File: config.mk
export PLATFORM = sky130hd
export DESIGN_NAME = fetch_queue
export DESIGN_NICKNAME = d
export VERILOG_FILES = /design/src/rtl/fetch_queue.sv
export SDC_FILE = /design/constraint.sdc
export NUM_CORES = 1
export LEC_CHECK = 0
export CAP_MARGIN = 20
export CORE_ASPECT_RATIO = 0.5
export CORE_MARGIN = 3
export CORE_UTILIZATION = 56
export CTS_CLUSTER_DIAMETER = 30
export DETAILED_ROUTE_END_ITERATION = 8
export PLACE_DENSITY = 0.81
export SLEW_MARGIN = 15
export SYNTH_ARGS = -nofsm -noshare
export SYNTH_HDL_FRONTEND = slang
export SYNTH_SLANG_ARGS = --single-unit
File: constraint.sdc
create_clock -name clock -period 2.5 [get_ports clock]
set_input_delay 0.25 -clock clock [delete_from_list [all_inputs] [get_ports clock]]
set_output_delay 0.25 -clock clock [all_outputs]
set_load 0.005 [all_outputs]
File: src/rtl/fetch_queue.sv
`default_nettype none
// +--------------------------------------------------------------------------+
// | Module   : fetch_queue                                                   |
// | Purpose  : Instruction prefetch queue. Owns the fetch address, issues    |
// |            word reads while it has space, buffers up to DEPTH fetched    |
// |            words with their address and bus-error flag, and hands them  |
// |            to the memory stage through a valid/ready handshake. A        |
// |            redirect flushes the queue and restarts fetching.             |
// | Ports    : clock, reset (async, active low)                              |
// |            redirect, redirect_address        - flush and new fetch pc    |
// |            mem_read, mem_address             - fetch request             |
// |            mem_ready, mem_data, mem_bus_error - fetch completion         |
// |            out_valid, out_ready              - head handshake            |
// |            out_instruction, out_address, out_fault - head entry fields   |
// |            level                             - occupied entries          |
// | Options  : FETCH_QUEUE_BYPASS_EN - present an incoming word on out_* in  |
// |            the cycle it arrives when the queue is empty.                 |
// | Revision : 1.0 - initial release                                         |
// +--------------------------------------------------------------------------+
module fetch_queue #(
  parameter int                    DEPTH         = 4,
  parameter int                    ADDR_WIDTH    = 30,
  parameter int                    DATA_WIDTH    = 32,
  parameter logic [ADDR_WIDTH-1:0] RESET_ADDRESS = '0
) (
  input  logic                         clock,
  input  logic                         reset,
  input  logic                         redirect,
  input  logic [ADDR_WIDTH-1:0]        redirect_address,
  output logic                         mem_read,
  output logic [ADDR_WIDTH-1:0]        mem_address,
  input  logic                         mem_ready,
  input  logic [DATA_WIDTH-1:0]        mem_data,
  input  logic                         mem_bus_error,
  output logic                         out_valid,
  input  logic                         out_ready,
  output logic [DATA_WIDTH-1:0]        out_instruction,
  output logic [ADDR_WIDTH-1:0]        out_address,
  output logic                         out_fault,
  output logic [$clog2(DEPTH+1)-1:0]   level
);

  localparam int               PTR_W  = $clog2(DEPTH);
  localparam int               CNT_W  = $clog2(DEPTH+1);
  localparam logic [CNT_W-1:0] C_FULL = CNT_W'(DEPTH);

  logic [DATA_WIDTH-1:0] r_data [DEPTH];
  logic [ADDR_WIDTH-1:0] r_addr [DEPTH];
  logic [DEPTH-1:0]      r_fault;
  logic [PTR_W-1:0]      r_head;
  logic [PTR_W-1:0]      r_tail;
  logic [CNT_W-1:0]      r_count;
  logic [ADDR_WIDTH-1:0] r_fetch_pc;
  logic                  r_running;
  logic                  r_halted;

  logic w_empty;
  logic w_full;
  logic w_push;    // bus word accepted this cycle
  logic w_pop;     // consumer takes the presented word
  logic w_store;   // word is written into storage
  logic w_unload;  // stored head entry leaves storage

  assign w_empty = (r_count == '0);
  assign w_full  = (r_count == C_FULL);

  // A full queue never requests, even if a pop frees a slot this cycle;
  // this keeps the request free of any path from out_ready.
  assign mem_read    = r_running & ~r_halted & ~redirect & ~w_full;
  assign mem_address = r_fetch_pc;
  assign level       = r_count;

  assign w_push = mem_read & mem_ready;
  assign w_pop  = out_valid & out_ready;

`ifdef FETCH_QUEUE_BYPASS_EN
  logic w_bypass;

  // Empty queue: forward the arriving word straight to the consumer.
  assign w_bypass        = w_empty & w_push;
  assign out_valid       = (~w_empty | w_bypass) & ~redirect;
  assign out_instruction = w_bypass ? mem_data      : r_data[r_head];
  assign out_address     = w_bypass ? r_fetch_pc    : r_addr[r_head];
  assign out_fault       = w_bypass ? mem_bus_error : r_fault[r_head];
  // A forwarded word that is taken immediately never occupies a slot.
  assign w_store         = w_push & ~(w_bypass & out_ready);
  assign w_unload        = w_pop & ~w_empty;
`else
  assign out_valid       = ~w_empty & ~redirect;
  assign out_instruction = r_data[r_head];
  assign out_address     = r_addr[r_head];
  assign out_fault       = r_fault[r_head];
  assign w_store         = w_push;
  assign w_unload        = w_pop;
`endif

  // Control state: pointers, occupancy, fetch pc and run/halt flags.
  always_ff @(posedge clock or negedge reset) begin
    if (!reset) begin
      r_head     <= '0;
      r_tail     <= '0;
      r_count    <= '0;
      r_fetch_pc <= RESET_ADDRESS;
      r_running  <= 1'b0;
      r_halted   <= 1'b0;
    end else begin
      r_running <= 1'b1;
      if (redirect) begin
        r_head     <= '0;
        r_tail     <= '0;
        r_count    <= '0;
        r_fetch_pc <= redirect_address;
        r_halted   <= 1'b0;
      end else begin
        if (w_store) begin
          r_tail <= r_tail + PTR_W'(1);
        end
        if (w_unload) begin
          r_head <= r_head + PTR_W'(1);
        end
        case ({w_store, w_unload})
          2'b10:   r_count <= r_count + CNT_W'(1);
          2'b01:   r_count <= r_count - CNT_W'(1);
          default: r_count <= r_count;
        endcase
        if (w_push) begin
          r_fetch_pc <= r_fetch_pc + ADDR_WIDTH'(1);
          // A faulted fetch stops further requests until a redirect.
          if (mem_bus_error) begin
            r_halted <= 1'b1;
          end
        end
      end
    end
  end

  // Entry storage. Cleared on reset so the head fields read zero.
  always_ff @(posedge clock or negedge reset) begin
    if (!reset) begin
      for (int i = 0; i < DEPTH; i++) begin
        r_data[i] <= '0;
        r_addr[i] <= '0;
      end
      r_fault <= '0;
    end else if (w_store) begin
      r_data[r_tail]  <= mem_data;
      r_addr[r_tail]  <= r_fetch_pc;
      r_fault[r_tail] <= mem_bus_error;
    end
  end

endmodule
`default_nettype wire
==> results.md <==
- Worst Path Max Fanout: 5
- Starting Density: 57.6%
- Sw frac: 26.7%
- Die area: 25700 um2
- Synth warn: 0
- GPL Wtd Cong: 0.823
- Combinational share of power: 30.0%
- Sink Count: 291
- Min Hold Slack: 127 ps
- Cell area after synthesis: 13300 um2
- Global route total overflow: 0
- Vias in the first global route: 9347
- Peak supply drop: 0.000608 V
- Number of vias per cell: 5.98
- Area share of the largest cell type after synthesis: 54.9%
- # port buffers: 165
- Endpoints failing setup: 0
- Post-route ant nets: 0
- Final Non-Filler Cells: 1423
- Seq/Total Area, Yosys: 54.9%
- Hold crit path type: input port to flip-flop
- Global-route usage over all layers: 25.7%
- Critical path class: flip-flop to output pin
- Fin. Hold Viols: 0
- Chip Width: 224 um
- Post-Place Cells: 1337
- Pre-Repair DR Iteration Count: 5
- Fin nets: 1163
- Met1 Resource Use GR: 34.5%
- Fraction of layout cells with a size suffix above 1: 37.4%
- Ys flop type: dfrtp_1
- # Max-Cap Violations: 0
- Clk pwr share: 32.1%
- Total power draw: 0.0181 W
- Crit-path cells: buf_12 -> buf_16 -> buf_4 -> mux4_2 -> dlygate4sd2_1
- Clock Tree Buf Depth: 3
- Filler cells: 1431
- Largest net degree at the start of global routing: 70
- P_int: 0.0133 W
- Met3 Track Usage GR: 5.87%
- CP max stage cell: dfrtp_4
- Max incr delay on CP: 550 ps
- Post-synth ARST share: 100%
- Routed vias: 8506
- DP Wirelength: 19600 um
- Final slew viol count: 0
- Distinct cells, synth: 57
- Worst Clk Skew: 10.3 ps
- Most frequent cells in the layout: dfrtp_1 (289), mux2_2 (216), clkdlybuf4s50_1 (105), mux4_2 (63), nand2_1 (58)
- Tmin final: 2470 ps
- Worst-path clk slew: 60 ps
- First-pass GRT wire length: 51800 um
- Root Buffer: clkbuf_16
- Area leader, netlist: dfrtp_1
- Num ports: 166
- Number of synthesized flops with an enable pin: 0
- Worst-Margin Slew: 899 ps
- # H-tree levels: 2
- Power per cell area: 1060 nW/um2
- Global Route met2 Usage: 43.9%
- Worst Slack Setup Final: 32.0 ps
- Core Area: 23000 um2
- DRC Markers: 0
- WL/cell: 22.8 um
- Final Core Density: 73.7%
- Largest cells by area after synthesis: dfrtp_1 (55%), mux2_2 (18%), mux4_2 (11%)
- GR peak layer: met2
- Final WL: 32400 um
- Num CTS Buffers: 39
- Leakage: 7.89 nW
- DRT iter0 DRCs: 628
- NetSw: 0.00482 W
- WP data required: 2250 ps
- Dpl ws: 241 ps
- Arrival time worst endpoint: 2220 ps
- Num rows: 39
- Mapped Avg Cell Area: 14.7 um2
- Crit. End Element: output pin
- Die Y-Extent: 115 um
- Slew headroom: 40.0%
- Sequential power share: 37.9%
- Tcrit/Tclk final: 98.7%
- Commonest non-fill, non-tap cell in the layout: dfrtp_1
- Area growth syn-to-layout: 27.9%
- Syn Inst Count: 903
- Status: complete, no violations
- Reg area: 7290 um2
- TritonCTS clock tree: done
- Clock Latency Late Sink: 510 ps
- CP startpoint kind: flip-flop
- Max Freq: 405 MHz
- Yosys reg bits: 291
- Syn Nets: 977
- Multi-input combinational cell area: 5640 um2
- Antenna violations before repair: 2
-- path summary, 6_finish.rpt --
path	start	end	slack, ps	cells past startpoint
worst max-delay path	r_head[0]	out_address[3]	30	5
worst min-delay path	redirect	mem_address[1]	130	3
worst max register to register	level[0]	mem_address[3]	230	6
worst min register to register	r_addr[80]	r_addr[80]	480	2
max in group asynchronous	reset	r_addr[73]	1400	3
min in group asynchronous	reset	r_data[73]	290	2
-- final cells by class --
| cell class | count | share of cell area (%) |
|---|---|---|
| diodes | 1 | 0.0147 |
| clock buffers | 48 | 6.24 |
| clock inverters | 19 | 1.72 |
| inverters | 8 | 0.177 |
| multi-input cells | 539 | 33.2 |
| flip-flops and latches | 291 | 42.9 |
| well taps | 307 | 2.26 |
| repair buffers | 210 | 13.4 |
-- logic make-up after synthesis --
kind of cell / count (synthesis) / share of synthesized area (%)
muxes: 305 / 31.4
adders and majority gates: 6 / 0.622
buffers and inverters: 73 / 2.83
AOI/OAI and AO/OA: 73 / 3.55
other: 1 / 0.0283
xor gates and xnor gates: 9 / 0.594
DFF: 291 / 54.9
and+or+nand+nor: 145 / 6.12
-- power groups by stage --
stage / logic (W) / registers (W) / clock network (W)
2_1_floorplan: 0.00302 / 0.00653 / 0
3_3_place_gp: 0.00530 / 0.00672 / 0
3_5_place_dp: 0.00544 / 0.00686 / 0
4_1_cts: 0.00535 / 0.00681 / 0.00589
5_1_grt: 0.00584 / 0.00700 / 0.00611
6_report: 0.00542 / 0.00686 / 0.00580
-- cells in the mapped netlist, types with 4 or more instances --
cell	instances
clkbuf_1	12
a22oi_1	7
a31oi_1	5
mux4_2	63
buf_1	4
mux2_1	17
mux2_4	7
nor2_1	18
nand4_1	6
nor2b_1	4
dfrtp_1	291
nor3_1	5
inv_1	8
xnor2_1	6
mux2_2	216
nand3_1	19
o21ai_0	35
buf_6	6
nand2_1	61
o211ai_1	5
buf_2	42
ha_1	5
o311ai_0	6
-- metal layers --
metal | part of all wire [%] | vias up
met5 | 0.040 | -
met4 | 1.6 | 2
met3 | 5.7 | 48
met2 | 50 | 221
met1 | 43 | 4496
li1 | - | 3739
-- critical path, delay by kind of cell, from the launching register on --
family / cells / cell delay (ps)
buffers and inverters: 4 / 720
muxes: 1 / 440
DFF: 1 / 550
-- state kept, by name (all words and copies together) (netlist names) --
name	count
r_data	128
level	3
r_running	1
r_fault	4
r_halted	1
mem_address	30
r_head	2
r_tail	2
r_addr	120
-- what timing repair did --
item | CTS | global route
gates cloned | 2 | 1
endpoints found under the setup margin | 58 | 25
resized for setup | 42 | 35
buffers inserted | 3 | 11
hold buffers | 1 | 0
endpoints found under the hold margin | 64 | 0
-- stage by stage --
stage / area, um2 / TNS [ps]
3_5_place_dp: 15400 / 0
3_3_place_gp: 15400 / 0
4_1_cts: 16800 / -645
2_1_floorplan: 13300 / 0
6_report: 17000 / 0
5_1_grt: 17000 / -28.3
Power figures use the tool's default switching activity.
